`config.mk`:
```
export PLATFORM = sky130hd
export DESIGN_NAME = pc_sequencer_flat
export DESIGN_NICKNAME = d
export VERILOG_FILES = /design/src/rtl/pc_sequencer_if.sv /design/src/rtl/pc_sequencer.sv /design/src/flat_wrapper.sv
export SDC_FILE = /design/constraint.sdc
export NUM_CORES = 1
export LEC_CHECK = 0
export CORE_MARGIN = 10
export CORE_UTILIZATION = 35
export CTS_CLUSTER_SIZE = 30
export DETAILED_ROUTE_END_ITERATION = 10
export GPL_TIMING_DRIVEN = 0
export PLACE_DENSITY = 0.66
export SLEW_MARGIN = 20
export SYNTH_ARGS = -nofsm -noshare
export SYNTH_HDL_FRONTEND = slang
export SYNTH_SLANG_ARGS = --single-unit
```
`constraint.sdc`:
```
create_clock -name i_clk -period 2.8 [get_ports i_clk]
set_input_delay 0.56 -clock i_clk [delete_from_list [all_inputs] [get_ports i_clk]]
set_output_delay 0.56 -clock i_clk [all_outputs]
set_load 0.05 [all_outputs]
```
`src/rtl/pc_sequencer_if.sv`:
```
// Handshake bundle between the PC sequencer and its memory/datapath.
// The slave modport is the sequencer's view of the bundle.
interface pc_sequencer_if #(
  parameter int ADDR_W = 8
);
  logic              en;
  logic              mem_rdy;
  logic [ADDR_W-1:0] mem_data;
  logic              leq;
  logic              load;
  logic [ADDR_W-1:0] load_addr;
  logic [ADDR_W-1:0] pc;
  logic [ADDR_W-1:0] fetch_addr;
  logic              fetch_req;
  logic [1:0]        opsel;
  logic              exec;
  logic              halted;
  logic              wrap;

  modport slave (
    input  en, mem_rdy, mem_data, leq, load, load_addr,
    output pc, fetch_addr, fetch_req, opsel, exec, halted, wrap
  );

  modport master (
    output en, mem_rdy, mem_data, leq, load, load_addr,
    input  pc, fetch_addr, fetch_req, opsel, exec, halted, wrap
  );
endinterface

```
`src/rtl/pc_sequencer.sv`:
```
// Instruction sequencer for a three-operand subtract-and-branch machine:
// fetches A, B, C, pulses EXEC, then steps or branches the PC.
module pc_sequencer #(
  parameter int                     ADDR_W    = 8,
  parameter logic [ADDR_W-1:0]      RESET_PC  = '0,
  parameter int unsigned            STEP      = 3,
  parameter logic [ADDR_W-1:0]      HALT_ADDR = '1
) (
  input  logic           i_clk,
  input  logic           i_rst_n,
  pc_sequencer_if.slave  bus
);

  typedef enum logic [2:0] {
    S_FETCH_A,
    S_FETCH_B,
    S_FETCH_C,
    S_EXECUTE,
    S_UPDATE,
    S_HALT
  } state_t;

  localparam logic [ADDR_W:0] STEP_X = (ADDR_W+1)'(STEP);

  state_t            r_state;
  logic [ADDR_W-1:0] r_pc;
  logic [ADDR_W-1:0] r_c;
  logic              r_wrap;
  logic              r_run;

  logic              w_adv;
  logic [ADDR_W:0]   w_sum;

  // r_run keeps the first fetch request off until one edge after reset release
  assign w_adv = r_run & bus.en & bus.mem_rdy;
  assign w_sum = {1'b0, r_pc} + STEP_X;

  always_ff @(posedge i_clk or negedge i_rst_n) begin
    if (!i_rst_n) begin
      r_state <= S_FETCH_A;
      r_pc    <= RESET_PC;
      r_c     <= '0;
      r_wrap  <= 1'b0;
      r_run   <= 1'b0;
    end else begin
      r_run <= 1'b1;
      if (bus.load) begin
        r_pc    <= bus.load_addr;
        r_state <= S_FETCH_A;
        r_wrap  <= 1'b0;
      end else begin
        case (r_state)
          S_FETCH_A: if (w_adv) r_state <= S_FETCH_B;
          S_FETCH_B: if (w_adv) r_state <= S_FETCH_C;
          S_FETCH_C: begin
            if (w_adv) begin
              r_c     <= bus.mem_data;
              r_state <= S_EXECUTE;
            end
          end
          S_EXECUTE: if (bus.en) r_state <= S_UPDATE;
          S_UPDATE: begin
            if (bus.en) begin
              if (bus.leq) begin
                r_pc    <= r_c;
                r_state <= (r_c == HALT_ADDR) ? S_HALT : S_FETCH_A;
              end else begin
                r_pc    <= w_sum[ADDR_W-1:0];
                r_state <= S_FETCH_A;
                if (w_sum[ADDR_W]) r_wrap <= 1'b1;
              end
            end
          end
          default: r_state <= S_HALT;
        endcase
      end
    end
  end

  always_comb begin
    bus.pc         = r_pc;
    bus.fetch_addr = r_pc;
    bus.fetch_req  = 1'b0;
    bus.opsel      = 2'd3;
    bus.exec       = 1'b0;
    bus.halted     = (r_state == S_HALT);
    bus.wrap       = r_wrap;
    if (r_run) begin
      case (r_state)
        S_FETCH_A: begin
          bus.fetch_req = bus.en;
          bus.opsel     = 2'd0;
        end
        S_FETCH_B: begin
          bus.fetch_req  = bus.en;
          bus.opsel      = 2'd1;
          bus.fetch_addr = r_pc + ADDR_W'(1);
        end
        S_FETCH_C: begin
          bus.fetch_req  = bus.en;
          bus.opsel      = 2'd2;
          bus.fetch_addr = r_pc + ADDR_W'(2);
        end
        S_EXECUTE: bus.exec = bus.en;
        default: ;
      endcase
    end
  end

endmodule

```
`src/flat_wrapper.sv`:
```
// flat-port wrapper written by rule: the top's interface ports become plain ports
module pc_sequencer_flat 
#(
  parameter int                     ADDR_W    = 8,
  parameter logic [ADDR_W-1:0]      RESET_PC  = '0,
  parameter int unsigned            STEP      = 3,
  parameter logic [ADDR_W-1:0]      HALT_ADDR = '1
)
  (i_clk, i_rst_n, bus_en, bus_mem_rdy, bus_mem_data, bus_leq, bus_load, bus_load_addr, bus_pc, bus_fetch_addr, bus_fetch_req, bus_opsel, bus_exec, bus_halted, bus_wrap);
  pc_sequencer_if #(.ADDR_W(ADDR_W)) bus_i ();
  input  logic i_clk;
  input  logic i_rst_n;
  input wire logic [$bits(bus_i.en)-1:0] bus_en;
  input wire logic [$bits(bus_i.mem_rdy)-1:0] bus_mem_rdy;
  input wire logic [$bits(bus_i.mem_data)-1:0] bus_mem_data;
  input wire logic [$bits(bus_i.leq)-1:0] bus_leq;
  input wire logic [$bits(bus_i.load)-1:0] bus_load;
  input wire logic [$bits(bus_i.load_addr)-1:0] bus_load_addr;
  output wire logic [$bits(bus_i.pc)-1:0] bus_pc;
  output wire logic [$bits(bus_i.fetch_addr)-1:0] bus_fetch_addr;
  output wire logic [$bits(bus_i.fetch_req)-1:0] bus_fetch_req;
  output wire logic [$bits(bus_i.opsel)-1:0] bus_opsel;
  output wire logic [$bits(bus_i.exec)-1:0] bus_exec;
  output wire logic [$bits(bus_i.halted)-1:0] bus_halted;
  output wire logic [$bits(bus_i.wrap)-1:0] bus_wrap;
  assign bus_i.en = bus_en;
  assign bus_i.mem_rdy = bus_mem_rdy;
  assign bus_i.mem_data = bus_mem_data;
  assign bus_i.leq = bus_leq;
  assign bus_i.load = bus_load;
  assign bus_i.load_addr = bus_load_addr;
  assign bus_pc = bus_i.pc;
  assign bus_fetch_addr = bus_i.fetch_addr;
  assign bus_fetch_req = bus_i.fetch_req;
  assign bus_opsel = bus_i.opsel;
  assign bus_exec = bus_i.exec;
  assign bus_halted = bus_i.halted;
  assign bus_wrap = bus_i.wrap;
  pc_sequencer #(.ADDR_W(ADDR_W), .RESET_PC(RESET_PC), .STEP(STEP), .HALT_ADDR(HALT_ADDR)) u_core (.i_clk(i_clk), .i_rst_n(i_rst_n), .bus(bus_i));
endmodule
```
# --- Word level (Yosys, flattened, before mapping) ---
# Index checks and enable logic that the tools add are counted.
totals:
  ff_bits: 21
  out_inout_bits: 22
  wordCells: 58
classes:
  n_addsub: 3
  eq_ne: 12
  mux: 26
  bitwise_logic: 3
  n_reduce_logical: 9
ops:
  columns: ["cell", "n"]
  rows:
  - ["8-bit two-way mux", 5]
  - ["3-bit two-way mux", 8]
  - ["8-bit one-hot mux with 2 select lines", 1]
  - ["3-bit one-hot mux with 5 select lines", 1]
  - ["8-bit by 2-bit adder with 9-bit output, second input constant", 1]
  - ["1-bit two-way mux", 9]
  - ["3-bit by 2-bit inequality test with 1-bit output, second input constant", 3]
  - ["8-bit by 1-bit adder with 8-bit output, second input constant", 1]
  - ["8-bit by 2-bit adder with 8-bit output, second input constant", 1]
  - ["8-bit equality test, second input constant", 1]
  - ["3-bit by 2-bit equality test with 1-bit output, second input constant", 2]
  - ["3-bit equality test, second input constant", 2]
  - ["3-bit inequality test, second input constant", 2]
  - ["2-bit one-hot mux with 3 select lines", 1]
  - ["2-bit nonzero test", 3]
  - ["5-bit AND reduction", 1]
  - ["4-bit AND reduction", 1]
  - ["3-bit by 1-bit equality test with 1-bit output, second input constant", 1]
  - ["3-bit logical NOT", 1]
  - ["3-bit AND reduction", 1]
  - ["3-bit OR reduction", 1]
  - ["1-bit bitwise AND", 2]
  - ["2-bit two-way mux", 1]
  - ["2-bit by 1-bit inequality test with 1-bit output, second input constant", 1]
  - ["2 further kinds", 2]

# --- Depth between registers and ports, before layout ---
# Gate-level depths: netlist of run 1.
depth:
  depth_word: 6
  mapped_depth: 6
  ltp_nobuf: 6

# --- Worst setup path after synthesis of run 1 ---
# No wires, ideal clock.
synth_timing:
  kind: "register -> output"
  from: "register u_core.r_pc[1], in the netlist u_core.bus.pc[1]"
  to: "output port bus_fetch_addr[2]"
  t_arrival_ps: 2523
  t_required_ps: 2240
  slack_ps: -283
  stages_incl_launch_ff: 6
  cell_sequence: "dfrtp_1 -> inv_1 -> ha_1 -> nand3_1 -> o21ai_0 -> a211oi_1"
synth_via:
  elab_chain_len: 3
synth_rtl:
  columns: ["element", "line_no", "source"]
  rows:
  - ["start: declaration", "pc_sequencer.sv:26", "logic [ADDR_W-1:0] r_pc;"]
  - ["start signal: assignment", "pc_sequencer.sv:48", "r_pc <= bus.load_addr;"]
  - ["start signal: assignment", "pc_sequencer.sv:65", "r_pc <= r_c;"]
  - ["start signal: assignment", "pc_sequencer.sv:68", "r_pc <= w_sum[ADDR_W-1:0];"]
  - ["8-bit by 2-bit adder with 8-bit output or 8-bit by 1-bit adder with 8-bit output (tied branches)", "pc_sequencer.sv:102, pc_sequencer.sv:97", null]
  - ["8-bit one-hot mux with 2 select lines (*)", "pc_sequencer.sv:89", "case (r_state)"]
  - ["8-bit two-way mux (*)", "pc_sequencer.sv:88", "if (r_run) begin"]
  - ["end: declaration", "flat_wrapper.sv:20", "output wire logic [$bits(bus_i.fetch_addr)-1:0] bus_fetch_addr;"]
# Mark *: on every way between the ends. The rest lies on a longest branch, timed or not.

# --- Worst setup path in the final report of run 1 ---
layout_timing:
  from: "register u_core.r_state[2]"
  to: "output port bus_opsel[0]"
layout_via:
  elab_chain_len: 3
layout_rtl:
  columns: ["element", "line_no", "source"]
  rows:
  - ["start: declaration", "pc_sequencer.sv:25", "state_t r_state;"]
  - ["start signal: assignment", "pc_sequencer.sv:66", "r_state <= (r_c == HALT_ADDR) ? S_HALT : S_FETCH_A;"]
  - ["3-bit by 2-bit equality test with 1-bit output (tied with other cells)", "pc_sequencer.sv:89", null]
  - ["2-bit one-hot mux with 3 select lines (*)", "pc_sequencer.sv:89", null]
  - ["2-bit two-way mux (*)", "pc_sequencer.sv:88", null]
  - ["end: declaration", "flat_wrapper.sv:22", "output wire logic [$bits(bus_i.opsel)-1:0] bus_opsel;"]
# Marks and branches as above.

==> results of run 1 <==
-- registers in the layout, indices dropped and copies added, names as in the netlist --
signal / cells
u_core.bus.pc: 8
u_core.r_c: 8
u_core.r_state: 3
u_core.bus.wrap: 1
u_core.r_run: 1
-- cell usage after synthesis (2+ instances only) --
library cell / instances / area (um2)
dfrtp_1: 21 / 525.5
nand2_1: 20 / 75.07
nor2_1: 20 / 75.07
a21oi_1: 13 / 65.06
mux2_2: 10 / 112.6
buf_2: 7 / 35.03
o21ai_0: 6 / 30.03
inv_1: 5 / 18.77
nand4_1: 5 / 31.28
nor2b_1: 5 / 31.28
o22ai_1: 5 / 31.28
a211oi_1: 4 / 30.03
ha_1: 4 / 50.05
and3b_1: 3 / 26.28
clkbuf_1: 3 / 11.26
mux2i_1: 3 / 30.03
nand3_1: 3 / 15.01
xnor2_1: 3 / 26.28
xor2_1: 3 / 26.28
a211o_1: 2 / 17.52
a21boi_0: 2 / 15.01
a31oi_1: 2 / 12.51
nand2b_1: 2 / 12.51
nand3b_1: 2 / 15.01
nor3_1: 2 / 10.01
o31ai_1: 2 / 15.01
or3_1: 2 / 12.51
-- cell families (layout without fill, tap and decap cells) --
group	count (synthesis)	count (layout)	synth area share, %
fa+ha+maj	4	4	3.331
buf+inv	17	63	5.079
mux	13	13	9.492
flops	21	21	34.97
xor+xnor	6	6	3.498
other cells	1	1	0.2496
simple gates	72	72	24.90
compound gates	43	43	18.48
-- routing by layer --
metal / vias to the layer above / track usage, % / routed length [um]
met3: 4 / 3.122 / 192
met1: 673 / 13.60 / 1864
met4: 0 / 3.144 / 55
met5: - / 0 / 0
met2: 25 / 18.73 / 2012
li1: 725 / - / -
-- path summary, 6_finish.rpt --
check | from | endpoint | cells after the start
min in group i_clk | u_core.r_c[7]$_DFFE_PN0P_ | u_core.r_c[7]$_DFFE_PN0P_ | 1
worst min-delay path | i_rst_n | u_core.bus.wrap$_DFFE_PN0P_ | 1
max in group asynchronous | i_rst_n | u_core.r_state[0]$_DFFE_PN0P_ | 1
worst min register to register | u_core.r_c[7]$_DFFE_PN0P_ | u_core.r_c[7]$_DFFE_PN0P_ | 1
worst max-delay path | u_core.r_state[2]$_DFFE_PN0P_ | bus_opsel[0] | 5
worst max register to register | u_core.bus.pc[1]$_DFFE_PN0P_ | u_core.bus.pc[3]$_DFFE_PN0P_ | 6
-- worst register-to-register path: cells and delay by family (launching register included) --
kind                       cells  cell delay, ns
AOI/OAI and AO/OA              3            0.83
buffers and inverters          1            0.11
DFF                            1            0.53
adders and majority gates      1            0.21
and+or+nand+nor                1            0.10
-- per-stage QoR --
stage / worst slack (ns) / util, % / instances
2_1_floorplan: 0.01771 / - / 177
3_5_place_dp: -0.08065 / 48.71 / 269
5_1_grt: 0.01511 / 49.39 / 273
3_3_place_gp: -0.06387 / 48.71 / 269
4_1_cts: 0.02556 / 49.72 / 273
6_report: 0.1792 / 49.39 / 273
-- area by class of cell --
class | instances | area [um2] | share of cell area, %
clock inverters | 1 | 7.507 | 0.3720
repair buffers | 42 | 399.1 | 19.78
flip-flops and latches | 21 | 525.5 | 26.04
inverters | 5 | 18.77 | 0.9299
multi-input cells | 139 | 905.9 | 44.89
clock buffers | 3 | 41.29 | 2.046
plain buffers | 12 | 57.56 | 2.852
well taps | 50 | 62.56 | 3.100
-- repair_timing --
| item | 4_1_cts | 5_1_grt |
|---|---|---|
| endpoints found under the setup margin | 10 | 8 |
| hold buffers | 0 | 0 |
| gates resized for setup | 14 | 12 |
-- power breakdown --
part / switching (uW) / leakage [uW] / total, uW / internal (uW)
logic: 183 / 0.000616 / 291 / 108
clock network: 113 / 0.0000217 / 214 / 101
registers: 25.0 / 0.000273 / 343 / 318
total: 321 / 0.000910 / 848 / 527
==> out/metrics.cfg, run 1 <==
[outcome]
status = finished clean

[power]
leakagePower_uw = 0.0009104
totalPowerFinal_uw = 847.6
peakVddDrop_mv = 0.2839
p_per_area_nw_per_um2 = 420.0

[timing]
hold_viol = 0
worst_hold_slack_ns = 0.2346
max_freq_mhz = 381.6
period_minus_slack_ns = 2.621
finClkSkew_ns = 0.002227
worst_pin_slew_ns = 0.5141
rsz0062_at_grt = false
report.final.slew_viol_count = 0
finalCritPeriodShare_pct = 93.60
finalSetupViolCount = 0
slew_headroom_pct = 65.73
tns_ns = 0

[clock_network]
clockBufferDepth = 2
clkSlewWorstSetupHoldPaths_ns = 0.08
numCtsBuffers = 3
htree_levels = 1
post_cts_buffers = 0
cts.sinks = 21
cts_root_buf = clkbuf_8
cts_tree = built
clkLatencyLatePin_ns = 0.27

[worst_hold_path]
hold_class = primary input to asynchronous set/reset pin

[yosys]
async_flop_share_pct = 100.0
synth_edf_count = 0
avgSynthCellArea_um2 = 8.490
netlist_area_um2 = 1503
synth_flop_cell = dfrtp_1
synth.ff_latch_count = 21
ys_seq_area_share_pct = 34.97
yosysWarnings = 0
synthCells = 177
syn_nets = 203
yosys.cell_types.count = 45

[floorplan]
start_util_pct = 36.77
coreArea_um2 = 4086
dieArea_um2 = 7315
ios = 44
die_w_um = 85.53
rows = 23
die_h_um = 85.53

[setup_path]
cp-start-kind = register
cp.required_ns = 2.24
worst_ep_arrival_time_ns = 2.06
cp_slowest_stage_delay_ns = 0.71
crit_family = buffers and inverters
crit_type = register to primary output
crit_slowest_cell = clkdlybuf4s50_1
end_kind = primary output
cp_cell_sequence = buf_2 -> nor2b_1 -> buf_2 -> nand2_1 -> clkdlybuf4s50_1
crit_path_max_fanout = 10
path_buf_inv = 3
crit_top_cell = buf_2
rrSetupSlack_ns = 0.93

[routing]
vias_per_cell = 5.227
vias = 1427
drc = 0
wl_per_cell_um = 15.11
drt_iter0_drc = 100
ant_nets = 0
drt_first_pass_iters = 6
wirelength_um = 4124

[grt]
grt_antenna_before_repair = 0
grt_pass1_vias = 1413
grt_pass1_wl_um = 6817
grt_use_total_pct = 11.18
grt-ovfl-total = 0
grt_max_degree = 22

[placement]
gp_congestion = 0.8288
dp_hpwl_um = 3214
io_buffers = 42
placed_area_um2 = 1991

[layout]
layout_common_cells = clkdlybuf4s50_1, dfrtp_1, nand2_1, nor2_1, a21oi_1
fin_area_um2 = 2018
final_common_cell = clkdlybuf4s50_1
n_fill_cell = 430
antenna_cells = 0
drive_gt1_share_pct = 14.35
syn_to_final_growth_pct = 34.31
final_nets = 250

[flow_run]
cap_violations = 0

(Power assumes the default switching activity.)
==> inputs of run 2 (changes only) <==
--- a/config.mk
+++ b/config.mk
@@ -10,7 +10,7 @@
 export CTS_CLUSTER_SIZE = 30
 export DETAILED_ROUTE_END_ITERATION = 10
 export GPL_TIMING_DRIVEN = 0
-export PLACE_DENSITY = 0.66
+export PLACE_DENSITY = 0.68
 export SLEW_MARGIN = 20
 export SYNTH_ARGS = -nofsm -noshare
 export SYNTH_HDL_FRONTEND = slang
==> constraint.sdc (replaced) <==
create_clock -name i_clk -period 2.35 [get_ports i_clk]
set_input_delay 0.47 -clock i_clk [delete_from_list [all_inputs] [get_ports i_clk]]
set_output_delay 0.47 -clock i_clk [all_outputs]
set_load 0.05 [all_outputs]
==> out/metrics.cfg, run 2 (synthesis results as in run 1) <==
[placement]
place_ws_ns = -0.3727  ; -0.2920 ns
dp_hpwl_um = 3333  ; +3.7%
gp_congestion = 0.8198  ; -1.1%
io_buffers = 42  ; unchanged
placed_area_um2 = 2038  ; +2.4%
placedCellCount = 269  ; unchanged

[setup_path]
cp_cell_sequence = clkbuf_4 -> inv_1 -> o21ai_0 -> a211oi_2 -> buf_4
cp.required_ns = 1.88  ; -0.36 ns
cp_slowest_stage_delay_ns = 0.46  ; -0.25 ns
cp-start-kind = register
worst_ep_arrival_time_ns = 1.78  ; -0.28 ns
reg2reg_depth = 6  ; unchanged
crit_path_max_fanout = 10  ; unchanged
rrSetupSlack_ns = 0.49  ; -0.44 ns
crit_type = register to primary output
end_kind = primary output
crit_slowest_cell = dfrtp_2

[timing]
finalSetupViolCount = 0  ; unchanged
report.final.slew_viol_count = 0  ; unchanged
finClkSkew_ns = 0.002312  ; +0.00008566 ns
worst_hold_slack_ns = 0.5081  ; +0.2735 ns
hold_viol = 0  ; unchanged
slew_headroom_pct = 38.07  ; -28 points
max_freq_mhz = 444.2
period_minus_slack_ns = 2.251
rsz0062_at_grt = false
finalCritPeriodShare_pct = 95.80
finalWorstSetupSlack_ns = 0.09876  ; -0.08045 ns
worst_pin_slew_ns = 0.9261  ; +0.4120 ns

[routing]
vias_per_cell = 5.304  ; +1.5%
ant_nets = 0  ; unchanged
drc = 0  ; unchanged
drt_first_pass_iters = 4  ; -2
drt_iter0_drc = 111  ; +11%
vias = 1464  ; +2.6%
wl_per_cell_um = 15.28  ; +1.2%
wirelength_um = 4218  ; +2.3%

[layout]
drive_gt1_share_pct = 23.89  ; +9.5 points
final_util_pct = 51.71  ; +2.3 points
final_nets = 253  ; +1.2%
final_cells = 276  ; +1.1%
n_fill_cell = 392  ; -8.8%
fin_area_um2 = 2113  ; +4.7%
final_common_cell = clkdlybuf4s50_1
antenna_cells = 0  ; unchanged
layout_common_cells = clkdlybuf4s50_1, nand2_1, nor2_1, dfrtp_1, a21oi_1
syn_to_final_growth_pct = 40.63

[power]
p_per_area_nw_per_um2 = 482.5  ; +15%
comb_power_share_pct = 36.6  ; +2.3 points
p_clk_share_pct = 23.4  ; -1.8 points
leakagePower_uw = 0.0009219  ; +1.3%
p_sw_uw = 376.4  ; +17%
power.internal_uw = 643.3  ; +22%
power_frac_seq_pct = 40.0  ; -0.4 points
peakVddDrop_mv = 0.2920  ; +2.8%
netSwitchingFraction_pct = 36.91  ; -0.92 points

[outcome]
status = finished clean

[worst_hold_path]
hold-path-cell-count = 2
hold_class = register to register

[floorplan]
dieArea_um2 = 7315  ; unchanged
die_h_um = 85.53  ; unchanged
start_util_pct = 36.77  ; unchanged
rows = 23  ; unchanged
die_w_um = 85.53  ; unchanged
ios = 44  ; unchanged
coreArea_um2 = 4086  ; unchanged

[grt]
grt_max_degree = 22  ; unchanged
met3_usage_pct = 1.798  ; -1.3 points
grt_use_total_pct = 11.47  ; +0.28 points
grtUsageMet2_pct = 18.94  ; +0.20 points
top_usage_layer = met2
grt_pass1_vias = 1456  ; +3.0%
grt-ovfl-total = 0  ; unchanged
grt_use_met1_pct = 14.80  ; +1.2 points
grt_pass1_wl_um = 7127  ; +4.5%
grt_antenna_before_repair = 0  ; unchanged

[clock_network]
cts_root_buf = clkbuf_8
clkLatencyLatePin_ns = 0.26  ; about the same
cts_tree = built
clkSlewWorstSetupHoldPaths_ns = 0.08  ; about the same
htree_levels = 1  ; unchanged
cts.sinks = 21  ; unchanged
numCtsBuffers = 3  ; unchanged
clockBufferDepth = 2  ; unchanged

[flow_run]
cap_violations = 0  ; unchanged

run 2: changes by cell type in the layout (fill, tap and decap cells not counted), sizes merged:
cell,previous run,this run
buf,10,19
clkinvlp,1,0
dlygate4sd2,3,2
clkinv,0,1
clkbuf,10,9
dlymetal6s2s,2,0
clkdlybuf4s15,3,1
run 2: timing repair:
action,in CTS,in global routing
hold buffers,0,0
pin swaps,1,0
buffers inserted,1,2
endpoints found under the hold margin,0,0
endpoints found under the setup margin,13,12
gates resized for setup,54,25
run 2: path summary, 6_finish.rpt:
| kind | start | to |
|---|---|---|
| setup reg to reg | u_core.bus.pc[1]$_DFFE_PN0P_ | u_core.bus.pc[3]$_DFFE_PN0P_ |
| hold reg to reg | u_core.bus.wrap$_DFFE_PN0P_ | u_core.bus.wrap$_DFFE_PN0P_ |
| setup / recovery | u_core.r_state[0]$_DFFE_PN0P_ | bus_fetch_addr[2] |
| max in group asynchronous | i_rst_n | u_core.bus.pc[1]$_DFFE_PN0P_ |
| min in group asynchronous | i_rst_n | u_core.bus.wrap$_DFFE_PN0P_ |
| hold / removal | u_core.bus.wrap$_DFFE_PN0P_ | u_core.bus.wrap$_DFFE_PN0P_ |
run 2: area by class of cell:
| cell class | count | area, um2 | share of cell area (%) |
|---|---|---|---|
| multi-input cells | 139 | 972.2 | 46.00 |
| flip-flops and latches | 21 | 529.3 | 25.04 |
| repair buffers | 45 | 417.9 | 19.77 |
| plain buffers | 12 | 66.31 | 3.138 |
| well taps | 50 | 62.56 | 2.960 |
| clock buffers | 3 | 41.29 | 1.954 |
| inverters | 5 | 18.77 | 0.8881 |
| clock inverters | 1 | 5.005 | 0.2368 |
run 2: worst max-delay path, delay by kind of cell (launching register included):
kind / cells / cell delay (ns)
flip-flops: 1 / 0.46
AO/OA/AOI/OAI: 2 / 0.40
buffers and inverters: 3 / 0.64
run 2: through the flow:
step                      total power [uW]  TNS (ns)
after floorplan                      646.7         0
after global placement               786.0    -2.649
after detailed placement             789.1    -2.802
after CTS                             1017         0
after global routing                  1083         0
final                                 1020         0
run 2: power groups by stage:
stage	Combinational [uW]	Clock (uW)	Sequential, uW
floorplan	187	0	460
global placement	370	0	416
detailed placement	372	0	417
global route	404	267	412
finish	373	238	408
CTS	361	246	410
run 2: per-layer routing:
metal	up-vias	routed length, um
met4	0	36
met1	708	1901
li1	723	-
met2	31	2113
met5	-	0
met3	2	166
==> inputs of run 3 (changes only) <==
--- a/config.mk
+++ b/config.mk
@@ -5,11 +5,13 @@
 export SDC_FILE = /design/constraint.sdc
 export NUM_CORES = 1
 export LEC_CHECK = 0
+export CORE_ASPECT_RATIO = 1.5
 export CORE_MARGIN = 10
 export CORE_UTILIZATION = 35
 export CTS_CLUSTER_SIZE = 30
 export DETAILED_ROUTE_END_ITERATION = 10
 export GPL_TIMING_DRIVEN = 0
+export MAX_ROUTING_LAYER = met4
 export PLACE_DENSITY = 0.68
 export SLEW_MARGIN = 20
 export SYNTH_ARGS = -nofsm -noshare
==> out/metrics.cfg, run 3 (synthesis results as in run 1) <==
[setup_path]
reg2reg_depth = 6  ; unchanged
cp.required_ns = 1.88  ; about the same
cp_cell_sequence = clkbuf_4 -> and3b_1 -> o211ai_1 -> buf_4 -> nor2_2 -> xor2_2 -> buf_6
rrSetupSlack_ns = 0.58  ; +0.09 ns
r2r_end = u_core.bus.pc[3]$_DFFE_PN0P_
path_buf_inv = 3  ; unchanged
r2r-start = u_core.bus.pc[1]$_DFFE_PN0P_
end_kind = primary output
worst_ep_arrival_time_ns = 1.79  ; about the same
cp_slowest_stage_delay_ns = 0.40  ; -0.06 ns
worstSetupStartpoint = u_core.r_state[1]$_DFFE_PN0P_
crit_type = register to primary output
worst-path-stages = 7  ; +2
endpoint = bus_fetch_addr[7]
crit_family = buffers and inverters
cp-start-kind = register
crit_path_max_fanout = 10  ; unchanged
crit_slowest_cell = dfrtp_1

[grt]
grt_pass1_wl_um = 6941  ; -2.6%
grt_pass1_vias = 1441  ; -1.0%
grt_max_degree = 22  ; unchanged
grt-ovfl-total = 0  ; unchanged
grt_antenna_before_repair = 0  ; unchanged
grt_use_total_pct = 11.54  ; +0.078 points

[timing]
slew_headroom_pct = 36.94  ; -1.1 points
finalSetupViolCount = 0  ; unchanged
worst_pin_slew_ns = 0.9430  ; +0.01691 ns
rsz0062_at_grt = true
finalCritPeriodShare_pct = 96.03  ; +0.23 points
hold_viol = 0  ; unchanged
report.final.slew_viol_count = 0  ; unchanged
tns_ns = 0  ; unchanged
period_minus_slack_ns = 2.257  ; +0.005498 ns
finClkSkew_ns = 0.002478  ; +0.0001661 ns
max_freq_mhz = 443.1  ; -0.24%
finalWorstSetupSlack_ns = 0.09326  ; -0.005498 ns

[floorplan]
coreArea_um2 = 4209  ; +3.0%
dieArea_um2 = 7368  ; +0.74%
die_h_um = 100.3  ; +17%
start_util_pct = 35.70  ; -1.1 points
rows = 29  ; +26%
ios = 44  ; unchanged
die_w_um = 73.50  ; -14%

[layout]
final_nets = 252  ; -0.40%
drive_gt1_share_pct = 24.00  ; +0.11 points
layout_common_cells = clkdlybuf4s50_1, nand2_1, nor2_1, dfrtp_1, a21oi_1
syn_to_final_growth_pct = 38.88
final_common_cell = clkdlybuf4s50_1
antenna_cells = 0  ; unchanged

[power]
leakagePower_uw = 0.0009077  ; -1.5%
peakVddDrop_mv = 0.3833  ; +31%
comb_power_share_pct = 36.1  ; -0.5 points
power_frac_seq_pct = 40.4  ; +0.4 points
p_per_area_nw_per_um2 = 484.6  ; +0.44%
p_clk_share_pct = 23.5  ; about the same
netSwitchingFraction_pct = 36.60  ; -0.31 points
p_sw_uw = 370.2  ; -1.6%
totalPowerFinal_uw = 1011  ; -0.81%
power.internal_uw = 641.2  ; -0.33%

[clock_network]
htree_levels = 1  ; unchanged
cts_tree = built
cts.sinks = 21  ; unchanged
numCtsBuffers = 3  ; unchanged
clockBufferDepth = 2  ; unchanged
clkLatencyLatePin_ns = 0.26  ; about the same
hold_buffers = 0  ; unchanged
cts_root_buf = clkbuf_8
clkSlewWorstSetupHoldPaths_ns = 0.08  ; about the same

[placement]
dp_hpwl_um = 3210  ; -3.7%
place_ws_ns = -0.4042  ; -0.03149 ns
io_buffers = 42  ; unchanged
gp_congestion = 0.7951  ; -3.0%

[routing]
vias = 1440  ; -1.6%
wirelength_um = 4076  ; -3.4%
drt_iter0_drc = 62  ; -44%
ant_nets = 0  ; unchanged
vias_per_cell = 5.314  ; +0.18%
drt_first_pass_iters = 4  ; unchanged
wl_per_cell_um = 15.04  ; -1.6%
drc = 0  ; unchanged

[worst_hold_path]
hold_class = register to register

[outcome]
status = finished clean

[flow_run]
cap_violations = 0  ; unchanged

run 3: cell type report:
class,count,area (um2)
plain buffers,12,68.82
clock buffers,4,45.04
fillers,422,2122
inverters,5,18.77
multi-input cells,139,969.7
flip-flops and latches,21,529.3
well taps,46,57.56
repair buffers,44,397.9
run 3: power by group through the flow:
stage          Combinational [uW]  Clock, uW  Sequential [uW]
2_1_floorplan                 187          0              460
6_report                      365        238              408
5_1_grt                       393        264              412
4_1_cts                       360        242              410
3_5_place_dp                  370          0              417
3_3_place_gp                  369          0              416
run 3: how the worst min path moves through the flow:
stage | start | endpoint | depth (start not counted)
after floorplan | i_rst_n | u_core.bus.pc[0]$_DFFE_PN0P_ | 0
after global placement | u_core.r_c[7]$_DFFE_PN0P_ | u_core.r_c[7]$_DFFE_PN0P_ | 1
after detailed placement | u_core.bus.wrap$_DFFE_PN0P_ | u_core.bus.wrap$_DFFE_PN0P_ | 2
after CTS | u_core.bus.wrap$_DFFE_PN0P_ | u_core.bus.wrap$_DFFE_PN0P_ | 2
after global routing | u_core.bus.wrap$_DFFE_PN0P_ | u_core.bus.wrap$_DFFE_PN0P_ | 2
final | u_core.bus.wrap$_DFFE_PN0P_ | u_core.bus.wrap$_DFFE_PN0P_ | 2
run 3: through the flow:
step / cells / area (um2) / hold WS, ns / util [%]
finish: 271 / 2087 / 0.5092 / 49.58
global route: 271 / 2087 / 0.5423 / 49.58
CTS: 270 / 2056 / 0.5104 / 48.84
detailed placement: 265 / 2033 / 0.4932 / 48.31
global placement: 265 / 2033 / 0.4909 / 48.31
floorplan: 177 / 1555 / 0.1744 / -
run 3: worst reg2reg max path, delay by kind of cell, from the launching register on:
family	cells	cell delay, ns
AO/OA/AOI/OAI	3	0.86
adder cells (fa/ha/maj)	1	0.19
buffers and inverters	1	0.09
flip-flops	1	0.43
AND/OR/NAND/NOR	1	0.11
run 3: metal layers:
metal | vias to the layer above | wire (um) | GRT usage (%)
met3 | 8 | 140 | 1.185
li1 | 736 | - | -
met4 | 0 | 69 | 4.317
met5 | - | 0 | -
met2 | 36 | 2114 | 18.75
met1 | 660 | 1751 | 14.20
run 3: timing repair:
action	4_1_cts	5_1_grt
pin swaps	1	0
resized for setup	55	24
buffers inserted	1	1
cloned	0	0
setup endpoints to repair	13	13
